### config.mk
export PLATFORM = sky130hd
export DESIGN_NAME = sw_debounce_flat
export DESIGN_NICKNAME = d
export VERILOG_FILES = /design/src/rtl/sw_debounce_pkg.sv /design/src/rtl/sw_debounce_if.sv /design/src/rtl/sw_debounce_deb_bit.sv /design/src/rtl/sw_debounce.sv /design/src/flat_wrapper.sv
export SDC_FILE = /design/constraint.sdc
export NUM_CORES = 1
export LEC_CHECK = 0
export CORE_UTILIZATION = 43
export CTS_BUF_LIST = sky130_fd_sc_hd__clkbuf_2 sky130_fd_sc_hd__clkbuf_4 sky130_fd_sc_hd__clkbuf_8
export DETAILED_ROUTE_END_ITERATION = 10
export DONT_BUFFER_PORTS = 1
export MAX_ROUTING_LAYER = met4
export SLEW_MARGIN = 20
export SYNTH_ARGS = -nofsm -noshare
export SYNTH_HDL_FRONTEND = slang
export SYNTH_SLANG_ARGS = --single-unit
### constraint.sdc
create_clock -name clk -period 3.4 [get_ports clk]
set_input_delay 0.51 -clock clk [delete_from_list [all_inputs] [get_ports clk]]
set_output_delay 0.51 -clock clk [all_outputs]
set_load 0.1 [all_outputs]
### src/rtl/sw_debounce_pkg.sv
// Shared constants and the counter-width helper for the switch debouncer.
package sw_debounce_pkg;

   localparam int unsigned SW_W_DEF            = 8;
   localparam int unsigned DEBOUNCE_CYCLES_DEF = 20000;

   // Width that holds 0..cycles; the counter itself never goes past cycles-1.
   function automatic int unsigned cnt_width(input int unsigned cycles);
      return $clog2(cycles + 1);
   endfunction

endpackage

### src/rtl/sw_debounce_if.sv
// Switch/enable inputs and debounced outputs of sw_debounce.
// Optional macro SW_DEBOUNCE_EVT_EN adds the per-bit rise event vector.
interface sw_debounce_if #(
   parameter int unsigned SW_W = sw_debounce_pkg::SW_W_DEF
);

   logic [SW_W-1:0] sw_in;
   logic            en_in;
   logic [SW_W-1:0] x;
   logic            en;
   logic            changed;
`ifdef SW_DEBOUNCE_EVT_EN
   logic [SW_W-1:0] rise;

   modport master (output sw_in, en_in, input x, en, changed, rise);
   modport slave  (input sw_in, en_in, output x, en, changed, rise);
`else
   modport master (output sw_in, en_in, input x, en, changed);
   modport slave  (input sw_in, en_in, output x, en, changed);
`endif

endinterface

### src/rtl/sw_debounce_deb_bit.sv
// One debounced bit: two-flop synchronizer, run-length counter, stable flop.
module deb_bit
   import sw_debounce_pkg::*;
#(
   parameter int unsigned DEBOUNCE_CYCLES = DEBOUNCE_CYCLES_DEF
) (
   input  logic clk,
   input  logic rst_n,
   input  logic i_raw,
   output logic o_stable,
   output logic o_toggle
);

   localparam int unsigned    CW       = cnt_width(DEBOUNCE_CYCLES);
   localparam logic [CW-1:0] CNT_LAST = CW'(DEBOUNCE_CYCLES - 1);

   logic          r_meta;
   logic          r_sync;
   logic [CW-1:0] r_cnt;
   logic          r_stable;
   logic          r_toggle;
   logic          w_hit;

   // The increment that would reach DEBOUNCE_CYCLES flips the level instead.
   assign w_hit = (r_sync != r_stable) && (r_cnt == CNT_LAST);

   // Bring the raw asynchronous level into the clock domain.
   always_ff @(posedge clk or negedge rst_n) begin
      if (!rst_n) begin
         r_meta <= 1'b0;
         r_sync <= 1'b0;
      end else begin
         r_meta <= i_raw;
         r_sync <= r_meta;
      end
   end

   // Count consecutive disagreeing cycles; any agreement restarts the count.
   always_ff @(posedge clk or negedge rst_n) begin
      if (!rst_n) begin
         r_cnt    <= '0;
         r_stable <= 1'b0;
      end else if (r_sync == r_stable) begin
         r_cnt <= '0;
      end else if (w_hit) begin
         r_cnt    <= '0;
         r_stable <= ~r_stable;
      end else begin
         r_cnt <= r_cnt + CW'(1);
      end
   end

   // Strobe is high during the first cycle the new stable level is visible.
   always_ff @(posedge clk or negedge rst_n) begin
      if (!rst_n) begin
         r_toggle <= 1'b0;
      end else begin
         r_toggle <= w_hit;
      end
   end

   assign o_stable = r_stable;
   assign o_toggle = r_toggle;

endmodule

### src/rtl/sw_debounce.sv
// Debouncer for SW_W switches plus one enable switch, with a change pulse.
// Optional macro SW_DEBOUNCE_EVT_EN adds a per-bit 0->1 event output (rise).
module sw_debounce
   import sw_debounce_pkg::*;
#(
   parameter int unsigned DEBOUNCE_CYCLES = DEBOUNCE_CYCLES_DEF,
   parameter int unsigned SW_W            = SW_W_DEF
) (
   input  logic          clk,
   input  logic          rst_n,
   sw_debounce_if.slave  bus
);

   localparam int unsigned NB = SW_W + 1;

   // Bit SW_W carries the enable switch, the rest are the switches.
   logic [NB-1:0] w_raw;
   logic [NB-1:0] w_stable;
   logic [NB-1:0] w_toggle;
   logic          r_changed;

   assign w_raw = {bus.en_in, bus.sw_in};

   for (genvar g = 0; g < NB; g++) begin : g_bit
      deb_bit #(
         .DEBOUNCE_CYCLES (DEBOUNCE_CYCLES)
      ) u_deb_bit (
         .clk      (clk),
         .rst_n    (rst_n),
         .i_raw    (w_raw[g]),
         .o_stable (w_stable[g]),
         .o_toggle (w_toggle[g])
      );
   end

   // One pulse per edge on which any bit flipped, however many flipped.
   always_ff @(posedge clk or negedge rst_n) begin
      if (!rst_n) begin
         r_changed <= 1'b0;
      end else begin
         r_changed <= |w_toggle;
      end
   end

   assign bus.x       = w_stable[SW_W-1:0];
   assign bus.en      = w_stable[SW_W];
   assign bus.changed = r_changed;

`ifdef SW_DEBOUNCE_EVT_EN
   logic [SW_W-1:0] r_rise;

   // A bit that just toggled and is now high went 0->1.
   always_ff @(posedge clk or negedge rst_n) begin
      if (!rst_n) begin
         r_rise <= '0;
      end else begin
         r_rise <= w_toggle[SW_W-1:0] & w_stable[SW_W-1:0];
      end
   end

   assign bus.rise = r_rise;
`endif

endmodule

### src/flat_wrapper.sv
// flat-port wrapper written by rule: the top's interface ports become plain ports
module sw_debounce_flat import sw_debounce_pkg::*;
#(
   parameter int unsigned DEBOUNCE_CYCLES = DEBOUNCE_CYCLES_DEF,
   parameter int unsigned SW_W            = SW_W_DEF
)
  (clk, rst_n, bus_sw_in, bus_en_in, bus_x, bus_en, bus_changed);
  sw_debounce_if #(.SW_W(SW_W)) bus_i ();
  input  logic clk;
  input  logic rst_n;
  input wire logic [$bits(bus_i.sw_in)-1:0] bus_sw_in;
  input wire logic [$bits(bus_i.en_in)-1:0] bus_en_in;
  output wire logic [$bits(bus_i.x)-1:0] bus_x;
  output wire logic [$bits(bus_i.en)-1:0] bus_en;
  output wire logic [$bits(bus_i.changed)-1:0] bus_changed;
  assign bus_i.sw_in = bus_sw_in;
  assign bus_i.en_in = bus_en_in;
  assign bus_x = bus_i.x;
  assign bus_en = bus_i.en;
  assign bus_changed = bus_i.changed;
  sw_debounce #(.DEBOUNCE_CYCLES(DEBOUNCE_CYCLES), .SW_W(SW_W)) u_core (.clk(clk), .rst_n(rst_n), .bus(bus_i));
endmodule
# --- Yosys cells after proc, flatten, opt, wreduce, memory -nomap -nowiden ---
# Index checks and enable logic that the tools add are counted.
word_totals:
  input_bits: 11
  reg_bits: 172
  wordCells: 137
classes:
  eq_ne: 27
  n_addsub: 9
  n_reduce_logical: 19
  mux: 18
  bitwise: 18
op_table:
  columns: ["op", "count"]
  rows:
  - ["$mux 15", 18]
  - ["$add 15x1->15 const B", 9]
  - ["$eq 15x15->1 const B", 9]
  - ["$not 1->1", 18]
  - ["$reduce_and 2->1", 9]
  - ["$eq 1x1->1", 9]
  - ["$logic_and 1x1->1", 9]
  - ["$ne 1x1->1", 9]
  - ["$reduce_or 9->1", 1]

# --- Logic depth before layout (Yosys ltp) ---
logic_depth:
  word_depth: 4
  ltp_mapped: 6
  ltp_nobuf: 5

# --- Modules after synthesis ---
# From an unflattened synthesis, not the netlist that was laid out.
hier_totals:
  hier_cells: 725
  area_unflattened_um2: 7826.3
modules_own_cells:
  columns: ["mod", "instances", "seq_area_each_um2", "area_each_um2", "cells_each"]
  rows:
  - ["deb_bit", 9, 475.5, 864.6, 80]
  - ["sw_debounce", 1, 25.0, 45.0, 5]

# --- Least setup slack after synthesis ---
# No wires, ideal clock.
synth_timing:
  kind: "register to register"
  startpoint: "register u_core.g_bit[1].u_deb_bit.r_cnt[5]"
  endpoint: "register u_core.g_bit[1].u_deb_bit.r_stable"
  stages_incl_launch_ff: 4
  n_path_buf: 0
  setup_time_ns: 0.125
  slack_ns: 1.466
  arrival_time_ns: 1.809
  required_ns: 3.275
  cell_sequence: "dfrtp_1 > or4_1 > or4b_4 > mux2_4"
synth_between:
  elab_chain_cells: 3
synth_lines:
  columns: ["item", "line", "text"]
  rows:
  - ["start, declared", "sw_debounce_deb_bit.sv:19", "logic [CW-1:0] r_cnt;"]
  - ["start signal, assigned", "sw_debounce_deb_bit.sv:49", "r_cnt <= r_cnt + CW'(1);"]
  - ["$eq 15x15->1", "sw_debounce_deb_bit.sv:25", "assign w_hit = (r_sync != r_stable) && (r_cnt == CNT_LAST);"]
  - ["$logic_and 1x1->1", "sw_debounce_deb_bit.sv:25", null]
  - ["$reduce_and 2->1 (no source line)", null, null]
  - ["end signal, assigned", "sw_debounce_deb_bit.sv:47", "r_stable <= ~r_stable;"]
  - ["end, declared", "sw_debounce_deb_bit.sv:20", "logic r_stable;"]
# No other way between the ends.
# A chain may end at the register's enable or synchronous reset.

# --- Worst setup path in the final report ---
layout_timing:
  startpoint: "register u_core.g_bit[7].u_deb_bit.r_cnt[0]"
  endpoint: "register u_core.g_bit[7].u_deb_bit.r_cnt[12]"
layout_between:
  elab_chain_cells: 4
layout_lines:
  columns: ["item", "line", "text"]
  rows:
  - ["start, declared", "sw_debounce_deb_bit.sv:19", null]
  - ["start signal, assigned", "sw_debounce_deb_bit.sv:49", null]
  - ["parallel branches: the longest is 2 deep, another holds $add 15x1->15", null, null]
  - ["$mux 15 (*)", "sw_debounce_deb_bit.sv:45", "end else if (w_hit) begin"]
  - ["$mux 15 (*)", "sw_debounce_deb_bit.sv:43", "end else if (r_sync == r_stable) begin"]
# Every way passes the cells marked *.

==> summary.md <==
| Metric | Value |
|---|---|
| Result of the run | `complete, but fails checks` |
| Failing checks | `negative hold slack` |
| Critical Path End Type | `register` |
| Filler cell count in the final layout | `1713` |
| Synth Area in XOR/XNOR | `12.9%` |
| TritonCTS Sinks | `172` |
| Required time reported for the critical path endpoint | `3710 ps` |
| Sequential standard cell area | `4300 sq um` |
| Drt first pass iters | `5` |
| Clock latency of the later-clocked register in the worst-skew pair | `450 ps` |
| Number of port buffers | `0` |
| Count of endpoints failing setup in the final report | `0` |
| Critical path class | `register to register` |
| Post-synth EDFFs | `0` |
| Combinational family with the most area after synthesis | `simple AND/OR/NAND/NOR gates` |
| Crit path buf inv count | `0` |
| Core Region | `18000 sq um` |
| CTS tree | `built` |
| Type of the tightest min-delay check | `input pin to asynchronous set/reset pin` |
| Placed Cells | `964` |
| Total die area | `19000 sq um` |
| Worst hold slack | `-254 ps` |
| Number of hold violations in the final report | `172` |
| Final slew viol count | `0` |
| Simple-gate share of the synthesized area | `25.9%` |
| Buffer cell driving the clock tree root | `sky130_fd_sc_hd__clkbuf_8` |
| I/O pins | `21` |
| DR DRC count | `0` |
| Setup TNS | `0 ps` |
| Num CTS Buffers | `17` |
| Arrival time worst endpoint | `2470 ps` |
| DRT antenna net count | `0` |
| Detailed Route WL | `13.5 mm` |
| Post-DR vias/cell | `5.26` |
| Crit path max-delay family | `simple AND/OR/NAND/NOR gates` |
| Period utilisation layout | `63.7%` |
| Share of layout cells above drive strength 1 | `8.74%` |
| Post-synthesis sequential area ratio | `54.1%` |
| Area delta synth->final | `6.75%` |
| Number of distinct library cell variants in the gate-level netlist after synthesis | `39` |
| Seq cells post-synth | `172` |
| Number of cells upsized or downsized after cts | `0` |
| Static leakage | `3.53 nW` |
| Post-Place Cell Area | `8100 sq um` |
| Layout Skew | `10.1 ps` |
| Proportion of synthesized area in mux cells | `1.56%` |
| Async SR Flop Fraction | `100%` |
| Highest attainable clock frequency | `462 MHz` |
| Total global routing track utilization | `15.9%` |
| Rel. slew slack | `35.3%` |
| DIE HEIGHT | `138 um` |
| Non-Filler Instances | `996` |
| Weighted congestion reported at the end of routability-driven placement | `0.859` |
| List of cells traversed by the critical path | `ha_1 > nand4_1 > or4_1 > nand2b_1 > nor2_1` |
| Maximum number of pins on one net before global-route repair | `173` |
| Total power draw | `3.59 mW` |
| Synthesized netlist net count | `771` |
| Clock Tree Buf Depth | `2` |
| Post-Synth Adder-Cell Area | `1.42%` |
| Setup repair after global routing missed its margin | `false` |
| Via count of the first global-routing pass | `5377` |
| Maxcap violations | `0` |
| Pwr dens | `422 nW/um^2` |
| Worst slack after detailed placement | `1230 ps` |
| Number of nets in the layout | `774` |
| Warnings, synthesis | `0` |
| Number of placement rows | `49` |
| Max incr delay on CP | `620 ps` |
| Fin crit period | `2170 ps` |
| Post-CTS setup buffers | `0` |
| Post-synthesis cell area | `7950 sq um` |
| Utilization after layout | `47.1%` |
| Average detailed-routed wire length per instance | `13.6 um` |
| Number of DRC markers after the initial detailed-route iteration | `229` |
| Starting Density | `44.1%` |
| Area of all placed cells without fillers | `8490 sq um` |
| Global route overflow | `0` |
| Count of H-tree levels built during CTS | `4` |
| Worst-path fanout max | `15` |
| Setup slack after layout | `1230 ps` |
| Worst-Margin Slew | `970 ps` |
| Startpoint types | `register` |
| HPWL reported at the end of detailed placement | `9.03 mm` |
| Worst ir drop on vdd | `0.290 mV` |
| Diodes inserted | `0` |
| Clock transition at the registers of the reported paths | `90 ps` |
| Compound-Gate Fraction of Synth Area | `1.13%` |
| Number of cells produced by synthesis | `751` |
| Mean cell area of the mapped netlist | `10.6 sq um` |
| Crit-path slowest cell | `sky130_fd_sc_hd__or4_1` |
| Die extent in x | `138 um` |
| Most used flip-flop cell after synthesis | `sky130_fd_sc_hd__dfrtp_1` |
| Antenna violations before repair | `0` |
| Area used by multi-input combinational logic | `3410 sq um` |
| First-pass GRT wire length | `24.4 mm` |
| Vias post-DR | `5240` |
[state kept, by name (all words and copies together) (netlist names)]
name                             cells
u_core.g_bit.u_deb_bit.o_toggle      9
u_core.g_bit.u_deb_bit.r_sync        9
u_core.g_bit.u_deb_bit.r_meta        9
u_core.bus.changed                   1
u_core.g_bit.u_deb_bit.o_stable      9
u_core.g_bit.u_deb_bit.r_cnt       135
[cells by family after synthesis]
family	Yosys count
and+or+nand+nor	384
DFF	172
xor gates and xnor gates	117
buffers and inverters	42
AOI/OAI and AO/OA	18
muxes	9
adders and majority gates	9
[cells in the mapped netlist, types with 10 or more instances]
library cell | number | area share [%]
sky130_fd_sc_hd__dfrtp_1 | 172 | 54
sky130_fd_sc_hd__nor2_1 | 139 | 6.6
sky130_fd_sc_hd__xnor2_1 | 67 | 7.4
sky130_fd_sc_hd__xor2_1 | 50 | 5.5
sky130_fd_sc_hd__nand4_1 | 48 | 3.8
sky130_fd_sc_hd__nand2_1 | 37 | 1.7
sky130_fd_sc_hd__nand3_1 | 36 | 2.3
sky130_fd_sc_hd__nor4_1 | 27 | 2.1
sky130_fd_sc_hd__inv_1 | 25 | 1.2
sky130_fd_sc_hd__nor3_1 | 17 | 1.1
sky130_fd_sc_hd__and4_1 | 12 | 1.3
sky130_fd_sc_hd__or3_1 | 10 | 0.79
[path summary, 6_finish.rpt]
path	startpoint	to	slack [ps]	cells after the start
setup reg to reg	u_core.g_bit[7].u_deb_bit.r_cnt[0]	u_core.g_bit[7].u_deb_bit.r_cnt[12]	1230	5
min in group clk	bus_sw_in[0]	u_core.g_bit[0].u_deb_bit.r_meta	80	0
max in group asynchronous	rst_n	u_core.g_bit[3].u_deb_bit.r_cnt[11]	3430	0
setup / recovery	u_core.g_bit[7].u_deb_bit.r_cnt[0]	u_core.g_bit[7].u_deb_bit.r_cnt[12]	1230	5
hold reg to reg	u_core.g_bit[8].u_deb_bit.r_meta	u_core.g_bit[8].u_deb_bit.r_sync	350	0
hold / removal	rst_n	u_core.g_bit[0].u_deb_bit.r_cnt[5]	-250	0
[metal layers]
layer | part of all wire (%) | wire (um) | GRT usage [%]
met4 | 1.2 | 157 | 5.26
met1 | 47 | 6400 | 19.7
met2 | 49 | 6610 | 25.7
met3 | 2.6 | 356 | 3.74
met5 | 0 | 0 | -
[power by group]
part	switching [mW]	internal (mW)	total, mW
combinational	0.0510	0.0336	0.0846
clock	0.728	0.661	1.39
sequential	0.0321	2.08	2.11
[placed cells by master (no fill, tap or decap), types with 3 or more instances in the layout]
| cell | count |
|---|---|
| sky130_fd_sc_hd__clkinvlp_4 | 4 |
| sky130_fd_sc_hd__nor3_1 | 17 |
| sky130_fd_sc_hd__and4_1 | 12 |
| sky130_fd_sc_hd__nand2b_4 | 3 |
| sky130_fd_sc_hd__nor4_1 | 27 |
| sky130_fd_sc_hd__dfrtp_1 | 172 |
| sky130_fd_sc_hd__or4_1 | 8 |
| sky130_fd_sc_hd__or2_2 | 8 |
| sky130_fd_sc_hd__nand2_1 | 37 |
| sky130_fd_sc_hd__ha_1 | 9 |
| sky130_fd_sc_hd__nor4bb_1 | 6 |
| sky130_fd_sc_hd__or4b_4 | 5 |
| sky130_fd_sc_hd__xnor2_1 | 67 |
| sky130_fd_sc_hd__clkinv_2 | 4 |
| sky130_fd_sc_hd__clkbuf_8 | 17 |
| sky130_fd_sc_hd__xor2_1 | 50 |
| sky130_fd_sc_hd__or3_1 | 10 |
| sky130_fd_sc_hd__o21ai_0 | 9 |
| sky130_fd_sc_hd__and3_2 | 3 |
| sky130_fd_sc_hd__a21oi_1 | 9 |
| sky130_fd_sc_hd__inv_1 | 25 |
| sky130_fd_sc_hd__and3_1 | 9 |
| sky130_fd_sc_hd__nor2_1 | 139 |
| sky130_fd_sc_hd__nand4_1 | 48 |
| sky130_fd_sc_hd__mux2_4 | 6 |
| sky130_fd_sc_hd__nand3_1 | 36 |
[layout make-up]
type,count,area share [%]
well taps,229,3.37
flip-flops and latches,172,50.7
clock inverters,14,1.71
inverters,25,1.11
repair buffers,1,0.0884
multi-input cells,537,40.2
clock buffers,18,2.84
Power figures use the tool's default switching activity.
